$ cat config.mk
export PLATFORM = sky130hd
export DESIGN_NAME = moore_pattern_tx
export DESIGN_NICKNAME = d
export VERILOG_FILES = /design/src/rtl/moore_pattern_tx.sv
export SDC_FILE = /design/constraint.sdc
export NUM_CORES = 1
export LEC_CHECK = 0
export BUFFER_PORTS_ARGS = -buffer_cell sky130_fd_sc_hd__buf_2
export CAP_MARGIN = 20
export CORE_MARGIN = 3
export CORE_UTILIZATION = 50
export CTS_CLUSTER_DIAMETER = 30
export DETAILED_ROUTE_END_ITERATION = 8
export PLACE_DENSITY_LB_ADDON = 0.08
export SLEW_MARGIN = 40
export SYNTH_ARGS = -nofsm -noshare
export SYNTH_HDL_FRONTEND = slang
export SYNTH_SLANG_ARGS = --single-unit
$ cat constraint.sdc
create_clock -name clk -period 2.06 [get_ports clk]
set_input_delay 0.103 -clock clk [delete_from_list [all_inputs] [get_ports clk]]
set_output_delay 0.103 -clock clk [all_outputs]
set_load 0.05 [all_outputs]
$ cat src/rtl/moore_pattern_tx.sv
// Serial pattern transmitter: latches a WIDTH-bit pattern on start and shifts it out MSB-first,
// repeated repeat_cnt+1 times back-to-back, followed by a one-cycle done pulse.
module moore_pattern_tx #(
  parameter int   WIDTH    = 4,
  parameter int   CNT_W    = 4,
  parameter logic IDLE_BIT = 1'b0
) (
  input  logic             clk,
  input  logic             reset,
  input  logic             start,
  input  logic [WIDTH-1:0] pattern,
  input  logic [CNT_W-1:0] repeat_cnt,
  input  logic             abort,
  output logic             x,
  output logic             x_valid,
  output logic             busy,
  output logic             done
);

  localparam int IDX_W = (WIDTH > 2) ? $clog2(WIDTH) : 1;
  localparam logic [IDX_W-1:0] LAST_IDX = IDX_W'(WIDTH - 1);

  typedef enum logic [1:0] {
    S_IDLE  = 2'b00,
    S_SHIFT = 2'b01,
    S_DONE  = 2'b10
  } state_t;

  state_t           state_q, state_d;
  logic [WIDTH-1:0] shreg_q, shreg_d;
  logic [WIDTH-1:0] pat_q, pat_d;
  logic [IDX_W-1:0] idx_q, idx_d;
  logic [CNT_W-1:0] rep_q, rep_d;
  logic             x_d, x_valid_d, busy_d, done_d;

  always_comb begin
    state_d = state_q;
    shreg_d = shreg_q;
    pat_d   = pat_q;
    idx_d   = idx_q;
    rep_d   = rep_q;
    case (state_q)
      S_IDLE: begin
        // abort takes priority over a simultaneous start
        if (start && !abort) begin
          pat_d   = pattern;
          shreg_d = pattern;
          rep_d   = repeat_cnt;
          idx_d   = LAST_IDX;
          state_d = S_SHIFT;
        end
      end
      S_SHIFT: begin
        if (abort) begin
          state_d = S_IDLE;
          shreg_d = '0;
          idx_d   = '0;
          rep_d   = '0;
        end else if (idx_q == '0) begin
          if (rep_q != '0) begin
            // reload from the private copy so live input changes cannot leak in
            shreg_d = pat_q;
            rep_d   = rep_q - 1'b1;
            idx_d   = LAST_IDX;
          end else begin
            shreg_d = '0;
            state_d = S_DONE;
          end
        end else begin
          shreg_d = {shreg_q[WIDTH-2:0], 1'b0};
          idx_d   = idx_q - 1'b1;
        end
      end
      S_DONE: begin
        state_d = S_IDLE;
      end
      default: begin
        state_d = S_IDLE;
        shreg_d = '0;
        idx_d   = '0;
        rep_d   = '0;
      end
    endcase

    // outputs are decoded from the next register values so they launch from flops
    x_d       = (state_d == S_SHIFT) ? shreg_d[WIDTH-1] : IDLE_BIT;
    x_valid_d = (state_d == S_SHIFT);
    busy_d    = (state_d != S_IDLE);
    done_d    = (state_d == S_DONE);
  end

  always_ff @(posedge clk or posedge reset) begin
    if (reset) begin
      state_q <= S_IDLE;
      shreg_q <= '0;
      pat_q   <= '0;
      idx_q   <= '0;
      rep_q   <= '0;
      x       <= IDLE_BIT;
      x_valid <= 1'b0;
      busy    <= 1'b0;
      done    <= 1'b0;
    end else begin
      state_q <= state_d;
      shreg_q <= shreg_d;
      pat_q   <= pat_d;
      idx_q   <= idx_d;
      rep_q   <= rep_d;
      x       <= x_d;
      x_valid <= x_valid_d;
      busy    <= busy_d;
      done    <= done_d;
    end
  end

endmodule

==> After elaboration in Yosys (flattened, before gate mapping) <==
Index checks and enable logic that the tools add are counted.
{ "op_classes": {"n_addsub": 2, "order_cmp": 0, "n_reduce_logical": 10, "n_bitwise": 1, "n_shift": 0, "n_mul": 0, "eq_ne": 8, "mux": 21, "div_mod_pow": 0} }
{ "ops": {"columns": ["cell", "n"], "rows": [
  ["$mux W4", 8],
  ["$pmux W4 S3", 2],
  ["$mux W2", 8],
  ["$ne A3 B3 Y1 const B", 2],
  ["$pmux W2 S3", 1],
  ["$eq A2 B1 Y1 const B", 2],
  ["$eq A2 B2 Y1 const B", 2],
  ["$logic_not A2 Y1", 2],
  ["$ne A4 B4 Y1 const B", 1],
  ["$pmux W2 S2", 1],
  ["$reduce_and A2 Y1", 2],
  ["$reduce_and A4 Y1", 1],
  ["$reduce_bool A4 Y1", 1],
  ["$sub A4 B1 Y4 const B", 1],
  ["$reduce_and A3 Y1", 1],
  ["$ne A2 B2 Y1 const B", 1],
  ["$reduce_bool A2 Y1", 1],
  ["$sub A2 B1 Y2 const B", 1],
  ["$logic_and A1 B1 Y1", 1],
  ["$logic_not A1 Y1", 1],
  ["$mux W1", 1],
  ["$not A1 Y1", 1]
]} }
{ "totals": {"regBits": 20, "latch_bits": 0, "out_inout_bits": 4, "rom_bits": 0, "wordCells": 52, "mem_count": 0, "ramBits": 0, "input_bits": 12} }

==> Depth between registers and ports, before layout <==
Gate-level depths: netlist of the first run.
{ "logic_depth": {"ltp_word": 7, "ltp_mapped": 7, "ltp_nobuf": 6} }

==> Worst setup path after synthesis of the first run <==
Ideal clock, no wire load.
{ "synth_timing": {"kind": "register to register", "startpoint": "register rep_q[0]", "endpoint": "register rep_q[1]", "arrival_ns": 1.473, "path_buffers": 0, "stages_incl_launch_ff": 6, "setup_ns": 0.125, "slack_ns": 0.462, "synth_period_minus_slack_ns": 1.598, "path_cell_list": "dfrtp_1 > inv_1 > ha_1 > nor3b_1 > o221ai_2 > mux2_4"} }
{ "synth_via": {"elab_chain_len": 5} }
{ "synth_rtl": {"columns": ["element", "line_no", "text"], "rows": [
  ["from (decl)", "33", "logic [CNT_W-1:0] rep_q, rep_d;"],
  ["from (signal assigned)", "108", "rep_q <= rep_d;"],
  ["$sub A4 B1 Y4", "63", "rep_d = rep_q - 1'b1;"],
  ["$mux W4", "60", "if (rep_q != '0) begin"],
  ["$mux W4", "59", "end else if (idx_q == '0) begin"],
  ["$mux W4", "54", "if (abort) begin"],
  ["$pmux W4 S3", "42", "case (state_q)"]
]} }
Several ways; a longest one is shown, not always the timed one. The select of a mux whose other input is x is not followed.
A chain may end at the register's enable or synchronous reset.

==> Worst setup path in the final report of the first run <==
Ends and elaborated chain as after synthesis.

==> results of run 1 <==
cells in the final DEF (no fill, tap or decap):
cell type       n
nor3b_1         2
o211ai_2        1
nor2b_1         3
mux2_2          3
a22oi_1         1
buf_2          15
nand2b_2        1
inv_1           8
nor4b_1         1
a22o_1          2
nand3_1         2
and2_1          1
o31ai_1         1
a32oi_1         1
clkinvlp_4      1
nand2_1         9
ha_1            3
a21oi_1         7
mux2_4          1
o21ai_0         4
o22ai_1         4
nor3_1          4
dfrtp_1        19
clkbuf_4        3
buf_4           2
nand2b_1        1
mux2i_1         2
o2bb2ai_1       1
nand4bb_1       1
nand4_1         2
dlygate4sd3_1   1
o21a_1          3
o221ai_2        1
or4b_4          1
nor2_1          6
worst min-delay path: cells and delay by family:
kind	cells	cell delay, ns
buffers and inverters	1	0.08
AND/OR/NAND/NOR	2	0.10
layer usage:
metal / part of all wire / vias to the layer above
li1: - / 396
met5: 0 / -
met1: 0.46 / 376
met4: 0.0085 / 0
met2: 0.50 / 14
met3: 0.034 / 2
power groups by stage:
stage / registers [mW] / clock network (mW) / logic [mW]
4_1_cts: 0.496 / 0.204 / 0.326
3_5_place_dp: 0.502 / 0 / 0.323
3_3_place_gp: 0.501 / 0 / 0.316
5_1_grt: 0.507 / 0.217 / 0.367
2_1_floorplan: 0.511 / 0 / 0.238
6_report: 0.496 / 0.195 / 0.324
final cells by class:
type	instances	area (um2)	share of cell area
inverters	8	30.0	0.0263
multi-input cells	69	474	0.416
well taps	25	31.3	0.0274
flip-flops and latches	19	475	0.417
repair buffers	18	100	0.0877
clock buffers	3	22.5	0.0197
clock inverters	1	7.51	0.00658
logic make-up after synthesis:
kind of cell               share of synthesized area
muxes                                         0.0682
adders and majority gates                     0.0372
buffers and inverters                         0.0583
and+or+nand+nor                                0.186
AOI/OAI and AO/OA                              0.179
DFF                                            0.471
metrics by stage:
| stage | worst slack (ns) | cells | utilization |
|---|---|---|---|
| 6_report | 0.265 | 143 | 0.627 |
| 2_1_floorplan | 0.462 | 101 | - |
| 3_5_place_dp | 0.283 | 138 | 0.605 |
| 3_3_place_gp | 0.367 | 138 | 0.605 |
| 5_1_grt | 0.104 | 143 | 0.627 |
| 4_1_cts | 0.259 | 143 | 0.627 |
final timing paths:
| kind | cells past startpoint | endpoint | slack, ns |
|---|---|---|---|
| setup / recovery | 5 | rep_q[1]$_DFFE_PP0P_ | 0.27 |
| hold / removal | 3 | x$_DFF_PP0_ | 0.009 |
| setup reg to reg | 5 | rep_q[1]$_DFFE_PP0P_ | 0.27 |
| hold reg to reg | 1 | idx_q[1]$_DFFE_PP0P_ | 0.52 |
| max in group asynchronous | 3 | rep_q[3]$_DFFE_PP0P_ | 1.16 |
| min in group asynchronous | 3 | x_valid$_DFF_PP0_ | 0.44 |
sequential cells by signal (all words and copies together) (netlist names), 2 cells and up:
register,cells
shreg_q,3
state_q,2
rep_q,4
pat_q,4
idx_q,2
repair_timing:
item / in CTS / in global routing
hold endpoints to repair: 19 / 0
setup buffers: 0 / 0
hold buffers: 1 / 0
==> results.json, run 1 <==
{
  "power_mw": 1.02,
  "cpPeakStageDelay_ns": 0.43,
  "ys_seq_area_frac": 0.471,
  "slowest_stage": "dfrtp_1",
  "grt_antenna_before_repair": 0,
  "drc": 0,
  "synthFlopType": "dfrtp_1",
  "num_io_pins": 16,
  "fin_area_um2": 1140,
  "antenna_cells": 0,
  "clk_pin_slew_ns": 0.12,
  "synth_area_per_cell_um2": 9.98,
  "outcome": "finished, final reports clean",
  "coreArea_um2": 1820,
  "cap_violations": 0,
  "fin_nets": 134,
  "vias_per_cell": 5.51,
  "synth_area_leaders": "dfrtp_1 47%, ha_1 3.7%, a21oi_1 3.5%",
  "finalHoldViolations": 0,
  "maxSlewViolCount": 0,
  "rsz0062_at_grt": "no",
  "yosys_warnings": 0,
  "p_switching_mw": 0.356,
  "fin_skew_ns": 0.00777,
  "syn_area_um2": 1010,
  "vias": 788,
  "fp-row-count": 15,
  "path_buf_inv": 1,
  "yosys.area.top_type_share": 0.471,
  "io_buffers": 15,
  "power.internal_mw": 0.660,
  "power_leakage_nw": 0.527,
  "track_usage": 0.175,
  "p_seq_frac": 0.489,
  "busiest_layer": "met2",
  "cts_made_buffers": 3,
  "gr-total-overflow": 0,
  "end_kind": "flip-flop",
  "fmax_mhz": 557,
  "synth-seq-cells": 19,
  "yosysMostFrequentCell": "dfrtp_1",
  "wl_per_cell_um": 14.0,
  "slew_headroom": 0.519,
  "critPathLaunchType": "flip-flop",
  "hpwlAfterDp_um": 1500,
  "hold_ws_ns": 0.00901,
  "grt_pass1_wl_um": 3390,
  "synth-edff-count": 0,
  "die_area_um2": 2590,
  "path_cells": "inv_1, ha_1, nor3b_1, o221ai_2, mux2_4",
  "die_x_um": 50.9,
  "met3_usage": 0.0525,
  "netlist_instances": 101,
  "cts_sinks": 19,
  "htreeDepth": 1,
  "met1_usage": 0.207,
  "synth_common_cells": "19 x dfrtp_1, 9 x nand2_1, 8 x inv_1",
  "p_clk_frac": 0.192,
  "min_period_over_period": 0.871,
  "cts_buffer_depth": 2,
  "rr_startpoint": "rep_q[0]$_DFFE_PP0P_",
  "synth_area_leader_cell": "dfrtp_1",
  "fin_crit_ns": 1.79,
  "post_cts_resize_count": 0,
  "drtIter0Drc": 12,
  "syn-num-nets": 116,
  "timing.setup.tns_ns": 0,
  "power_frac_comb": 0.319,
  "layout-drive-gt1-share": 0.246,
  "criticalPathCategory": "flip-flop to flip-flop",
  "ys_types": 34,
  "hp-class": "input pin to flip-flop",
  "die_h_um": 50.9,
  "worstHoldStart": "pattern[3]",
  "cts_tree": "yes",
  "crit_fanout": 4,
  "finalSetupViolCount": 0,
  "initial_core_util": 0.554,
  "setup.worst_path.start": "rep_q[0]$_DFFE_PP0P_",
  "fillers": 169,
  "tightestPinTransition_ns": 0.721,
  "area_growth_pct": 13.2,
  "grt_pass1_vias": 759,
  "postSynth.asyncResetShare": 1.00,
  "firstDrtPassIters": 4,
  "drt-total-wl_um": 2010,
  "ant_nets": 0,
  "p_sw_frac": 0.350,
  "pwr_density_cell_nw_per_um2": 890,
  "cpLargestDelayFamily": "flip-flops",
  "place.gp.congestion": 0.813,
  "use_met2": 0.309,
  "post_dp_cell_area_um2": 1100,
  "cts_root_buffer": "clkbuf_4",
  "grt_max_degree": 20,
  "worstPathArrival_ns": 2.00,
  "worst_ep_required_time_ns": 2.26,
  "vdd_drop_max_mv": 0.628,
  "clk_latency_ns": 0.30
}
(Power assumes the default switching activity.)
==> run 2: changes to the inputs <==
clock period = 1.9 ns   (was 2.06 ns; I/O delays follow)
==> results.json, run 2 (synthesis gave the netlist of run 1 again) <==
{
  "rr_startpoint": "rep_q[0]$_DFFE_PP0P_",
  "maxSlewViolCount": 0,
  "fin_nets": 138,
  "vias_per_cell": 5.70,
  "fin_crit_ns": 1.77,
  "tightestPinTransition_ns": 0.719,
  "min_period_over_period": 0.931,
  "grt_pass1_wl_um": 3470,
  "post_dp_cell_area_um2": 1120,
  "grt_pass1_vias": 784,
  "finalHoldViolations": 0,
  "rsz0062_at_grt": "no",
  "final_cell_mix": "19 x dfrtp_1, 15 x buf_2, 9 x nand2_1",
  "reg2reg_to": "rep_q[1]$_DFFE_PP0P_",
  "num_io_pins": 16,
  "crit_fanout": 4,
  "cts_setup_buffers": 0,
  "reg.largest.list": "pat_q (4), rep_q (4), shreg_q (3)",
  "outcome": "finished, final reports clean",
  "layout-drive-gt1-share": 0.262,
  "hpwlAfterDp_um": 1490,
  "r2r_setup_slack_ns": 0.13,
  "clk_pin_slew_ns": 0.11,
  "hp-class": "input pin to flip-flop",
  "cts_tree": "yes",
  "worstPathArrival_ns": 1.97,
  "cts_made_buffers": 3,
  "cts_root_buffer": "clkbuf_4",
  "firstDrtPassIters": 4,
  "area_growth_pct": 16.1,
  "die_area_um2": 2590,
  "grt_max_degree": 20,
  "fmax_mhz": 565,
  "setup_ws_ns": 0.130,
  "power_leakage_nw": 0.549,
  "min_path_cells": 2,
  "grt_antenna_before_repair": 0,
  "pwr_density_cell_nw_per_um2": 956,
  "dp_slack_ns": 0.154,
  "min_to": "pat_q[0]$_DFFE_PP0P_",
  "finalSetupViolCount": 0,
  "drtIter0Drc": 27,
  "slew_headroom": 0.520,
  "die_h_um": 50.9,
  "cts_buffer_depth": 2,
  "ant_nets": 0,
  "fin_area_um2": 1170,
  "track_usage": 0.179,
  "cts.hold.buffers_added": 2,
  "io_buffers": 15,
  "fillers": 153,
  "vdd_drop_max_mv": 0.569,
  "post_cts_resize_count": 0,
  "critPathLaunchType": "flip-flop",
  "timing.setup.tns_ns": 0,
  "seqCellArea_um2": 475,
  "worstHoldStart": "pattern[0]",
  "final_common_cell": "dfrtp_1",
  "drc": 0,
  "worst_ep_required_time_ns": 2.10,
  "place.gp.congestion": 0.857,
  "clk_latency_ns": 0.30,
  "antenna_cells": 0,
  "cap_violations": 0,
  "cts_sinks": 19,
  "coreArea_um2": 1820,
  "initial_core_util": 0.554,
  "fin_skew_ns": 0.00132,
  "multiInputGateArea_um2": 474,
  "drt-total-wl_um": 2060,
  "wl_per_cell_um": 14.0,
  "criticalPathCategory": "flip-flop to flip-flop",
  "htreeDepth": 1,
  "fp-row-count": 15,
  "vias": 838,
  "die_x_um": 50.9,
  "gr-total-overflow": 0,
  "worstRegToRegCells": 5,
  "end_kind": "flip-flop"
}
## run 2: cell type report
cell class | count | area share
timing repair buffer | 22 | 0.113
inverter | 8 | 0.0256
clock inverter | 1 | 0.00427
tap | 25 | 0.0267
multi-input combinational | 69 | 0.405
sequential | 19 | 0.406
clock buffer | 3 | 0.0192
## run 2: metrics by stage
step	util	power [mW]	std cells	hold WS (ns)
global placement	0.617	0.900	141	0.232
finish	0.643	1.12	147	0.0361
floorplan	-	0.812	101	0.0461
detailed placement	0.617	0.910	141	0.259
global route	0.643	1.19	147	0.0263
CTS	0.643	1.13	147	0.0208
## run 2: how the worst max path moves through the flow
stage                                    start              endpoint  slack (ns)  cells after the start
after floorplan           rep_q[0]$_DFFE_PP0P_  rep_q[1]$_DFFE_PP0P_        0.30                      5
after global placement    rep_q[0]$_DFFE_PP0P_  rep_q[1]$_DFFE_PP0P_        0.22                      5
after detailed placement  rep_q[0]$_DFFE_PP0P_  rep_q[1]$_DFFE_PP0P_        0.15                      5
after CTS                 rep_q[0]$_DFFE_PP0P_  rep_q[1]$_DFFE_PP0P_        0.15                      5
after global routing      rep_q[0]$_DFFE_PP0P_  rep_q[1]$_DFFE_PP0P_        0.02                      5
final                     rep_q[0]$_DFFE_PP0P_  rep_q[1]$_DFFE_PP0P_        0.13                      5
## run 2: routing by layer
metal  vias up  GRT usage  part of all wire
li1        405          -                 -
met1       411      0.223              0.48
met2        20      0.290              0.48
met3         2     0.0379             0.033
met4         0     0.0942            0.0083
met5         -          0                 0
## run 2: power by group
part	switching (mW)	total (mW)	internal, mW
Sequential	0.0587	0.539	0.481
Clock	0.130	0.209	0.0785
Combinational	0.203	0.371	0.168
## run 2: critical path: stages, from the launching register on
cell and delay (ns):
dfrtp_1 0.43, inv_1 0.11, ha_1 0.17, nor3b_1 0.38
o221ai_2 0.25, mux2_4 0.33
==> run 3: changes to the inputs <==
RECOVER_POWER = 25   (was default)
==> results.json, run 3 (synthesis gave the netlist of run 1 again) <==
{
  "finalHoldViolations": 0,
  "die_area_um2": 2590,
  "dr.max_layer_used": "met4",
  "path_buf_inv": 1,
  "cts_tree": "yes",
  "htreeDepth": 1,
  "fp-row-count": 15,
  "grt_antenna_before_repair": 0,
  "hpwlAfterDp_um": 1490,
  "io_buffers": 15,
  "ant_nets": 0,
  "firstDrtPassIters": 4,
  "met3_length_um": 110,
  "coreArea_um2": 1820,
  "worstPathArrival_ns": 1.95,
  "initial_core_util": 0.554,
  "final_common_cell": "dfrtp_1",
  "grt_pass1_wl_um": 3470,
  "pwr_density_cell_nw_per_um2": 959,
  "path_cells": "inv_1, ha_1, nor3b_1, o221ai_2, mux2_4",
  "min_period_over_period": 0.921,
  "wl_per_cell_um": 14.0,
  "worstRegToRegCells": 5,
  "fin_crit_ns": 1.75,
  "vdd_drop_max_mv": 0.572,
  "cpPeakStageDelay_ns": 0.43,
  "grt_max_degree": 20,
  "outcome": "finished, final reports clean",
  "end_kind": "flip-flop",
  "cts_made_buffers": 3,
  "hp-class": "input pin to flip-flop",
  "drtIter0Drc": 29,
  "hold_ws_ns": 0.0303,
  "place.gp.congestion": 0.857,
  "grt_pass1_vias": 784,
  "die_x_um": 50.9,
  "post_cts_resize_count": 0,
  "num_io_pins": 16,
  "cts_setup_buffers": 0,
  "timing.setup.tns_ns": 0,
  "reg.largest.list": "pat_q (4), rep_q (4), shreg_q (3)",
  "tightestPinTransition_ns": 0.717,
  "rr_startpoint": "rep_q[0]$_DFFE_PP0P_",
  "cts.hold.buffers_added": 2,
  "endpoint": "rep_q[1]$_DFFE_PP0P_",
  "cpLargestDelayFamily": "flip-flops",
  "critPathLaunchType": "flip-flop",
  "clk_pin_slew_ns": 0.11,
  "area_growth_pct": 15.8,
  "layout-drive-gt1-share": 0.238,
  "cap_violations": 0,
  "worst_ep_required_time_ns": 2.10,
  "drc": 0,
  "criticalPathCategory": "flip-flop to flip-flop",
  "fin_nets": 138,
  "drt-total-wl_um": 2060,
  "worst-path-stages": 5,
  "clk_latency_ns": 0.31,
  "fin_skew_ns": 0.00409,
  "die_h_um": 50.9,
  "slowest_stage": "dfrtp_1",
  "power_leakage_nw": 0.537,
  "fmax_mhz": 572,
  "cts_root_buffer": "clkbuf_4",
  "setup_ws_ns": 0.150,
  "cts_sinks": 19,
  "maxSlewViolCount": 0,
  "vias_per_cell": 5.64,
  "vias": 829,
  "finalSetupViolCount": 0,
  "m1WireLength_um": 948,
  "reg2reg_to": "rep_q[1]$_DFFE_PP0P_",
  "antenna_cells": 0,
  "crit_fanout": 4,
  "slew_headroom": 0.521,
  "cts_buffer_depth": 2,
  "gr-total-overflow": 0,
  "setup.worst_path.start": "rep_q[0]$_DFFE_PP0P_",
  "dp_slack_ns": 0.154,
  "wl_met2_um": 965,
  "track_usage": 0.179,
  "r2r_setup_slack_ns": 0.15,
  "worstHoldStart": "pattern[0]",
  "final_cell_mix": "19 x dfrtp_1, 12 x buf_2, 9 x nand2_1",
  "rsz0062_at_grt": "no"
}
[run 3: cell count changes in the layout (fill, tap and decap cells not counted), sizes merged]
cell	delta
clkbuf	+3
buf	-3
[run 3: worst min path at each step]
stage	to	slack, ns	cells past startpoint
6_report	pat_q[0]$_DFFE_PP0P_	0.03	2
2_1_floorplan	busy$_DFF_PP0_	0.05	1
4_1_cts	pat_q[1]$_DFFE_PP0P_	0.02	2
3_5_place_dp	done$_DFF_PP0_	0.26	2
3_3_place_gp	x_valid$_DFF_PP0_	0.23	2
5_1_grt	pat_q[1]$_DFFE_PP0P_	0.03	2
[run 3: area by class of cell]
| type | instances | area, um2 |
|---|---|---|
| clock inverters | 1 | 5.00 |
| flip-flops and latches | 19 | 475 |
| fillers | 154 | 653 |
| multi-input cells | 69 | 474 |
| clock buffers | 3 | 22.5 |
| inverters | 8 | 30.0 |
| repair buffers | 22 | 129 |
| well taps | 25 | 31.3 |
[run 3: where the power goes]
part / internal [mW] / leakage (nW) / switching [mW] / total [mW]
Combinational: 0.167 / 0.281 / 0.201 / 0.368
Sequential: 0.481 / 0.238 / 0.0596 / 0.540
Clock: 0.0787 / 0.0177 / 0.132 / 0.211
Total: 0.726 / 0.537 / 0.393 / 1.12
[run 3: per-stage QoR]
step,area [um2],utilization,cells,power (mW)
after global routing,1170,0.641,147,1.19
after floorplan,1010,-,101,0.812
after detailed placement,1120,0.617,141,0.910
final,1170,0.641,147,1.12
after global placement,1120,0.617,141,0.900
after CTS,1170,0.643,147,1.13
[run 3: routing by layer]
metal | global-route usage | vias to the layer above
met2 | 0.290 | 25
met3 | 0.0379 | 6
met1 | 0.223 | 389
met5 | 0 | -
li1 | - | 409
met4 | 0.0942 | 0
